===== config.mk =====
export PLATFORM = sky130hd
export DESIGN_NAME = gf180_ram_64x8_ctrl
export DESIGN_NICKNAME = d
export VERILOG_FILES = /design/src/rtl/gf180_ram_64x8_ctrl.sv
export SDC_FILE = /design/constraint.sdc
export NUM_CORES = 1
export LEC_CHECK = 0
export ABC_AREA = 1
export CORE_ASPECT_RATIO = 1.1
export CORE_MARGIN = 5
export CORE_UTILIZATION = 40
export DETAILED_ROUTE_END_ITERATION = 6
export GPL_ROUTABILITY_DRIVEN = 0
export GPL_TIMING_DRIVEN = 0
export PLACE_DENSITY = 0.84
export SLEW_MARGIN = 30
export SYNTH_ARGS = -nofsm -noshare
export SYNTH_HDL_FRONTEND = slang
export SYNTH_SLANG_ARGS = --single-unit

===== constraint.sdc =====
create_clock -name CLK -period 4.9 [get_ports CLK]
set_clock_uncertainty 0.1 [all_clocks]
set_input_delay 0.98 -clock CLK [delete_from_list [all_inputs] [get_ports CLK]]
set_output_delay 0.98 -clock CLK [all_outputs]
set_load 0.05 [all_outputs]

===== src/rtl/gf180_ram_64x8_ctrl.sv =====
`default_nettype none
// gf180_ram_64x8_ctrl: valid/ready front-end for a 64x8 GF180 SRAM with a 2-deep read response FIFO.
// Define RAM_INIT_EN to add a power-up sweep writing INIT_VALUE to every word.
module gf180_ram_64x8_ctrl #(
  parameter logic [7:0] INIT_VALUE = 8'h00
) (
  input  logic       CLK,
  input  logic       RST,
  input  logic       req_valid,
  output logic       req_ready,
  input  logic       req_we,
  input  logic [5:0] req_addr,
  input  logic [7:0] req_wdata,
  input  logic [7:0] req_wmask,
  output logic       rsp_valid,
  input  logic       rsp_ready,
  output logic [7:0] rsp_data,
  output logic       init_done,
  output logic       ram_cen,
  output logic       ram_gwen,
  output logic [7:0] ram_wen,
  output logic [5:0] ram_a,
  output logic [7:0] ram_d,
  input  logic [7:0] ram_q
);

  typedef enum logic {
    ST_INIT = 1'b0,
    ST_RUN  = 1'b1
  } state_t;

  state_t     state;
  state_t     state_next;
  logic       run;
  logic       credit;
  logic       req_fire;
  logic       rd_fire;
  logic       push;
  logic       pop;
  logic       inflight;
  logic [7:0] fifo_mem [2];
  logic       rd_ptr;
  logic       wr_ptr;
  logic [1:0] count;

`ifdef RAM_INIT_EN
  localparam state_t RESET_STATE = ST_INIT;
  logic       sweeping;
  logic [5:0] sweep_cnt;

  assign sweeping = (state == ST_INIT) && !RST;

  always_ff @(posedge CLK or posedge RST) begin
    if (RST) begin
      sweep_cnt <= '0;
    end else if (state == ST_INIT) begin
      sweep_cnt <= sweep_cnt + 6'd1;
    end
  end
`else
  localparam state_t RESET_STATE = ST_RUN;
  logic unused_init_value;
  assign unused_init_value = ^INIT_VALUE;
`endif

  always_ff @(posedge CLK or posedge RST) begin
    if (RST) begin
      state <= RESET_STATE;
    end else begin
      state <= state_next;
    end
  end

  always_comb begin
    state_next = state;
`ifdef RAM_INIT_EN
    if ((state == ST_INIT) && (sweep_cnt == 6'd63)) begin
      state_next = ST_RUN;
    end
`endif
  end

  assign init_done = (state == ST_RUN);
  assign run       = (state == ST_RUN) && !RST;

  // Read credit counts the read still in the SRAM pipe; a pop this cycle is not credit.
  assign credit    = inflight ? (count == 2'd0) : (count != 2'd2);
  assign req_ready = run && (req_we || credit);
  assign req_fire  = req_valid && req_ready;
  assign rd_fire   = req_fire && !req_we;
  assign push      = inflight;
  assign pop       = rsp_valid && rsp_ready;

  always_comb begin
    ram_cen  = 1'b1;
    ram_gwen = 1'b1;
    ram_wen  = 8'hFF;
    ram_a    = '0;
    ram_d    = '0;
`ifdef RAM_INIT_EN
    if (sweeping) begin
      ram_cen  = 1'b0;
      ram_gwen = 1'b0;
      ram_wen  = 8'h00;
      ram_a    = sweep_cnt;
      ram_d    = INIT_VALUE;
    end else
`endif
    if (req_fire) begin
      ram_cen  = 1'b0;
      ram_gwen = !req_we;
      ram_wen  = req_we ? ~req_wmask : 8'hFF;
      ram_a    = req_addr;
      ram_d    = req_wdata;
    end
  end

  always_ff @(posedge CLK or posedge RST) begin
    if (RST) begin
      inflight    <= 1'b0;
      rd_ptr      <= 1'b0;
      wr_ptr      <= 1'b0;
      count       <= 2'd0;
      fifo_mem[0] <= 8'h00;
      fifo_mem[1] <= 8'h00;
    end else begin
      inflight <= rd_fire;
      if (push) begin
        fifo_mem[wr_ptr] <= ram_q;
        wr_ptr           <= !wr_ptr;
      end
      if (pop) begin
        rd_ptr <= !rd_ptr;
      end
      case ({push, pop})
        2'b10:   count <= count + 2'd1;
        2'b01:   count <= count - 2'd1;
        default: count <= count;
      endcase
    end
  end

  assign rsp_valid = (count != 2'd0);
  assign rsp_data  = fifo_mem[rd_ptr];

endmodule
`default_nettype wire


### After elaboration in Yosys (flattened, before gate mapping)

Index checks and enable logic that the tools add are counted.

* eq/ne operators: 3
* mux-type cells: 14
* order comparisons: 3
* add/subtract/negate cells: 2
* bitwise operators: 3
* reduce and logical (&&, ||, !) cells: 13

Operator list (number)
* 8-bit two-way mux: 7
* 16-bit bitwise mux: 1
* 8-bit demux with 1-bit select: 1
* 8-bit NOT: 1
* 6-bit two-way mux: 1
* 1-bit logical AND: 5
* 2-bit greater-or-equal comparator (second input constant): 2
* 1-bit zero test: 4
* 1-bit NOT with 2-bit output: 2
* 2-bit case mux with 2 select lines: 1
* 2-bit nonzero test: 2
* 1-bit two-way mux: 3
* 2-bit by 1-bit adder with 2-bit output (second input constant): 1
* 2-bit by 1-bit == test with 1-bit output (second input constant): 1
* 2-bit == test (second input constant): 1
* 2-bit zero test: 1
* 2-bit by 1-bit < comparator with 1-bit output (second input constant): 1
* 2-bit != test (second input constant): 1
* 2-bit by 1-bit subtractor with 2-bit output (second input constant): 1
* 1-bit logical OR: 1

* logic and storage cells: 44
* output and inout port bits: 35
* bits of input ports: 35
* bits in registers: 21

### Depth between registers and ports, before layout

* depth after elaboration: 6
* mapped depth: 9
* depth with buffers taken out: 9

### Worst setup path before layout

Ideal clock, no wire load.

* path type: input port to output port
* from: input port RST
* to: output port ram_wen[0]
* arrival time: 2.683 ns
* data required time: 3.820 ns
* slack: 1.137 ns
* path buffers: 1
* stages: 3
* cell sequence: inv_1 clkbuf_1 nand4_1

* word-level cells in the longest chain between the ends: 4

RTL lines
* from (decl): RTL line 8 `input logic RST,`
* 1-bit zero test (no line)
* 1-bit logical AND: RTL line 88 `assign req_ready = run && (req_we || credit);`
* 1-bit logical AND: RTL line 89 `assign req_fire = req_valid && req_ready;`
* 8-bit two-way mux: RTL line 109 `if (req_fire) begin`
* to (decl): RTL line 21 `output logic [7:0] ram_wen,`

No other way between the ends.

### Worst setup path in the final report

* from: input port RST
* to: output port ram_wen[7]

The elaborated chain is that of the path after synthesis.

==> results.md <==
* Status: finished clean
* Total number of vias at 1140
* Initial antenna violation count at 0
* Placed inst area at 1921 µm²
* Finished Cell Area at 1947 µm²
* Largest net degree at the start of global routing at 31
* Crit path cell chain: clkdlybuf4s50_1, inv_1, clkbuf_2, nand4_1, clkdlybuf4s50_1
* Top-count cell post-synth: inv_1
* Synthesized area at 1206 µm²
* Setup CP Type: in -> out
* Distinct cells, synth at 23
* Rel. slew slack at 56.27%
* TritonCTS buffer count at 3
* Post-synthesis sequential area ratio at 43.57%
* Yosys warnings at 0
* Worst reg2reg path depth at 8
* Final Hold Viols at 0
* CTS tree: done
* Row cnt at 21
* DPL Wire Length at 2484 µm
* Min-Delay Path Class: reg -> reg
* Worst setup EP type: primary output
* Slowest cell delay on critical path at 0.84 ns
* Avg Cell Area, Syn at 8.318 µm²
* Max Cap Viol at 0
* Htree depth at 1
* Startpoint Class: input pin
* Largest family of logic cells by synthesized area: simple AND/OR/NAND/NOR gates
* Vias in the first global route at 1068
* CP max-delay cell: clkdlybuf4s50_1
* Drt drc at 0
* ANT cells at 0
* Avg WL per Cell at 12.34 µm
* Clock transition at path regs at 0.11 ns
* CTS Buffer Depth at 2
* Post-Synth XOR/XNOR Area at 2.178%
* Top cell type's share of synthesized area at 43.57%
* Worst path bufs/invs at 4
* Max Transition Viols Final at 0
* Post-synthesis compound-gate area fraction at 9.544%
* Worst Tran Pin Value at 0.6560 ns
* Most used flip-flop cell after synthesis: dfrtp_1
* Die Ht at 67.60 µm
* GRT Resource Usage Total at 14.61%
* Fin crit share at 83.47%
* Mapped Nets at 181
* Die Area at 4215 µm²
* Async SR Flop Fraction at 100.0%
* Synth Register Bits at 21
* Setup_tns at 0 ns
* Adder-cell area share of the yosys netlist at 1.037%
* Io pins at 70
* CTS Root Cell: clkbuf_4
* Total grt overflow at 0
* WP depth at 5
* Post-Synth Simple-Gate Area at 19.81%
* Mux share of post-synthesis cell area at 7.469%
* Top cells by count, synth: inv_1, nand2_1, dfrtp_1
* Final setup vio count at 0
* Critical path peak fanout at 30
* Final WL at 3085 µm
* Die width at 62.36 µm
* Synth area leader: dfrtp_1
* Initial DRC count at 62
* Top cells by area, synth: dfrtp_1, inv_1, mux2_2, nand2_1, o21ai_2
* CP most frequent cell: clkdlybuf4s50_1
* Unrepaired setup endpoints after global routing: false
* Crit-path leading delay family: buffers and inverters
* Util after Layout at 65.57%
* Final ANT Viol Nets at 0
* Cts repair resizes at 0
* Total clock sinks at 21
* EDFF count, synth at 0
* Critical path required time at 3.82 ns
* Cell Pwr Density at 540.7 nW/µm²
* Peak supply drop at 0.0004162 V
* Post-Syn Instances at 145
* First-pass GRT wire length at 4961 µm
* Post-CTS setup buffers at 0
* Min cycle time layout at 4.090 ns
* Drt first pass iters at 4
* Core Area at 2969 µm²
* Achievable frequency at 0.2445 GHz
* Nets at 253
* Total power at 1.053 mW
* CTS Hold Bufs at 0
* Min-Delay Path Depth at 2
* Pleak at 0.9507 nW
* Port bufs at 67
* Skew-Pair Late Insertion Delay at 0.30 ns
* Via density at 4.560
* Initial Utilization at 40.62%
* Filler Cell Count at 252
* Worst path arrival time at 3.01 ns
* Syn-to-layout area delta at 61.41%
* Fraction of final layout cells sized beyond drive strength 1 at 13.89%
-- through the flow --
step	hold slack [ns]	std cells	worst slack, ns
floorplan	0.3476	145	1.137
global placement	0.3600	246	0.2851
detailed placement	0.3653	246	0.7794
CTS	0.3920	250	0.7756
global route	0.4123	250	0.6125
finish	0.3867	250	0.8100
-- power breakdown --
part           leakage [nW]  switching [mW]  internal (mW)
combinational         0.683           0.409          0.263
clock                0.0150          0.0493         0.0318
sequential            0.252          0.0418          0.258
total                 0.951           0.500          0.552
-- path summary, 6_finish.rpt --
check,to,slack (ns),startpoint
min in group asynchronous,fifo_mem[6],1.15,RST
max reg2reg,count[1],3.33,count[0]
max,ram_wen[7],0.81,RST
min reg2reg,fifo_mem[14],0.39,fifo_mem[14]
min,fifo_mem[14],0.39,fifo_mem[14]
max in group asynchronous,fifo_mem[3],3.13,RST
-- layout make-up --
type                       instances  area [µm²]  area share [%]
sequential                        21       525.5           26.99
clock buffer                       4       26.28           1.350
tap                               34       42.54           2.185
inverter                          32       120.1           6.170
timing repair buffer              67       670.6           34.45
multi-input combinational         83       486.7           25.00
buffer                             9       75.07           3.856
-- cells by family after synthesis --
kind of cell,count (synthesis)
other,1
AOI/OAI and AO/OA,17
DFF,21
xor gates and xnor gates,3
adders and majority gates,1
muxes,8
buffers and inverters,41
and+or+nand+nor,53
-- worst min-delay path, delay by kind of cell (launching register included) --
| kind | cells | cell delay (ns) |
|---|---|---|
| AO/OA/AOI/OAI | 1 | 0.04 |
| AND/OR/NAND/NOR | 1 | 0.06 |
| flip-flops | 1 | 0.36 |
-- registers in the layout, summed over array words and instances (netlist names) --
signal    count
count         2
rd_ptr        1
wr_ptr        1
inflight      1
fifo_mem     16
-- routing by layer --
layer / up-vias / GRT usage, % / share of wire [%]
li1: 584 / - / -
met1: 506 / 17.73 / 42
met2: 46 / 26.17 / 49
met3: 4 / 2.829 / 7.7
met4: 0 / 4.775 / 1.0
met5: - / 0 / 0
-- placed cells by master (no fill, tap or decap) --
| master | count |
|---|---|
| clkdlybuf4s50_1 | 67 |
| inv_1 | 31 |
| o21ai_0 | 8 |
| ha_1 | 1 |
| buf_12 | 1 |
| mux2_2 | 8 |
| xor2_1 | 1 |
| nand2_1 | 23 |
| nand3_2 | 1 |
| buf_6 | 2 |
| clkbuf_1 | 3 |
| dfrtp_1 | 21 |
| clkbuf_4 | 3 |
| conb_1 | 1 |
| nand3_1 | 3 |
| or2_1 | 1 |
| clkbuf_2 | 1 |
| buf_2 | 1 |
| nor2_1 | 14 |
| nand4_1 | 9 |
| xnor2_1 | 2 |
| buf_4 | 2 |
| inv_2 | 1 |
| nand2_2 | 2 |
| o21ai_2 | 8 |
| a21oi_1 | 1 |
Note: power is estimated with default switching activity, not from simulation.
==> RTL edit (config.mk and constraints unchanged) <==
Add a define of `RAM_INIT_EN`.
--- a/src/rtl/gf180_ram_64x8_ctrl.sv
+++ b/src/rtl/gf180_ram_64x8_ctrl.sv
@@ -2,4 +2,6 @@
 // gf180_ram_64x8_ctrl: valid/ready front-end for a 64x8 GF180 SRAM with a 2-deep read response FIFO.
 // Define RAM_INIT_EN to add a power-up sweep writing INIT_VALUE to every word.
+`define RAM_INIT_EN
+
 module gf180_ram_64x8_ctrl #(
   parameter logic [7:0] INIT_VALUE = 8'h00
Check against the original RTL: not equivalent (Yosys sat finds a counterexample within 4 cycles, from zero or initial values and one cycle with RST high).
==> RTL edit against the original RTL <==
- clock power up 120%
- cell count grew 21%
- worst setup slack worse by 0.25 ns
- utilization down 1.6 points
- sequential cell count rose by 7
- design area up 22%
- power down 37%
- wire length up 20%
- non-clock buffer count shrank 2
- combinational power is 66% lower
- synthesized cell count is 24% higher
- global-route usage decreased by 0.60 points
- largest cell class unchanged
- area after synthesis rose by 29%
==> RTL edit: results (changes against the original RTL) <==
Crit-path max cell delay - 0.72 ns (-0.12 ns)
Status - completed
Wirelength, routed - 3.70 mm (+20%)
Synth top area cells - dfrtp_1 (45%), nand2_1 (11%), inv_1 (7.0%)
Fillers - 306 (+21%)
Pre-CTS WS - 0.481 ns (-0.298 ns)
Root buffer cell - clkbuf_8
First-pass GRT wire length - 5.93 mm (+20%)
DRT iter0 DRCs - 38 (-39%)
Mux cell area share after synthesis - 5.78% (-1.7 points)
DP Wirelength - 2.94 mm (+18%)
Adder-cell area share of the yosys netlist - 1.61% (+0.57 points)
Skew-Pair Late Insertion Delay - 0.28 ns (-0.02 ns)
Port Buffers - 68 (+1.5%)
Largest net degree at the start of global routing - 30 (-3.2%)
Top Registers - fifo_mem x16, sweep_cnt x6, count x2
Slew headroom - 60.7% (+4.4 points)
Vias in the first global route - 1375 (+29%)
Via density - 4.52 (-0.81%)
GRT Overall Usage - 14.0% (-0.60 points)
Register area share after synthesis - 44.9% (+1.4 points)
R2R Setup Slk - 3.24 ns (-0.09 ns)
Worst vdd ir - 231 µV (-45%)
Highest Clock Rate - 231 MHz (-5.7%)
Synth Area in Compound Gates - 10.4% (+0.89 points)
Layout cells sized above 1 - 13.5% (-0.40 points)
Worst EP arrival - 3.26 ns (+0.25 ns)
Syn_nets - 217 (+20%)
Synth cell count leaders - nand2_1 (44), inv_1 (29), dfrtp_1 (28)
Post-synthesis xor/xnor area fraction - 4.49% (+2.3 points)
Lkg Pwr - 0.00116 µW (+22%)
Unique masters post-synth - 26 (+13%)
[RTL edit: worst register-to-register path, cell delays in order, from the launching register on]
cell and delay, ns:
dfrtp_1 0.43, inv_1 0.07, nand2_1 0.11, nand2_1 0.12
inv_1 0.05, ha_1 0.31, a21oi_1 0.14, nand2_1 0.08
xor2_1 0.14
[RTL edit: area by class of cell]
class / instances / area, µm² / area share, %
clock buffers: 3 / 41.3 / 1.74
multi-input cells: 115 / 692 / 29.2
plain buffers: 6 / 50.0 / 2.11
inverters: 31 / 116 / 4.90
well taps: 50 / 62.6 / 2.64
repair buffers: 68 / 681 / 28.7
flip-flops and latches: 28 / 701 / 29.5
clock inverters: 1 / 30.0 / 1.27
[RTL edit: logic make-up (layout without fill, tap and decap cells)]
group | count (synthesis) | after routing
AO/OA/AOI/OAI | 26 | 26
buffers and inverters | 37 | 109
flip-flops | 28 | 28
adder cells (fa/ha/maj) | 2 | 2
multiplexers | 8 | 8
XOR/XNOR | 8 | 8
AND/OR/NAND/NOR | 71 | 71
[RTL edit: worst min path at each step]
| stage | startpoint | end | slack, ns | cells after the start |
|---|---|---|---|---|
| finish | fifo_mem[8]$_DFFE_PP0P_ | fifo_mem[8]$_DFFE_PP0P_ | 0.39 | 2 |
| global route | fifo_mem[15]$_DFFE_PP0P_ | fifo_mem[15]$_DFFE_PP0P_ | 0.41 | 2 |
| CTS | fifo_mem[12]$_DFFE_PP0P_ | fifo_mem[12]$_DFFE_PP0P_ | 0.39 | 2 |
| detailed placement | fifo_mem[12]$_DFFE_PP0P_ | fifo_mem[12]$_DFFE_PP0P_ | 0.37 | 2 |
| global placement | fifo_mem[0]$_DFFE_PP0P_ | fifo_mem[0]$_DFFE_PP0P_ | 0.36 | 2 |
| floorplan | fifo_mem[0]$_DFFE_PP0P_ | fifo_mem[0]$_DFFE_PP0P_ | 0.35 | 2 |
[RTL edit: per-layer routing]
metal | global-route usage, % | vias up | wire (µm)
met1 | 15.4 | 629 | 1430
li1 | - | 708 | -
met5 | 0 | - | 0
met2 | 26.7 | 22 | 2090
met4 | 5.21 | 0 | 59
met3 | 3.30 | 7 | 118
[RTL edit: power groups by stage]
| stage | Clock, µW | Sequential [µW] | Combinational, µW |
|---|---|---|---|
| 2_1_floorplan | 0 | 259 | 154 |
| 3_3_place_gp | 0 | 260 | 226 |
| 6_report | 180 | 256 | 226 |
| 5_1_grt | 194 | 258 | 243 |
| 4_1_cts | 184 | 256 | 229 |
| 3_5_place_dp | 0 | 260 | 228 |
[RTL edit: per-stage QoR]
stage	util, %	instances	instance area, µm²
6_report	63.9	302	2370
5_1_grt	63.9	302	2370
4_1_cts	63.9	302	2370
3_5_place_dp	62.0	298	2300
3_3_place_gp	62.0	298	2300
2_1_floorplan	-	180	1560
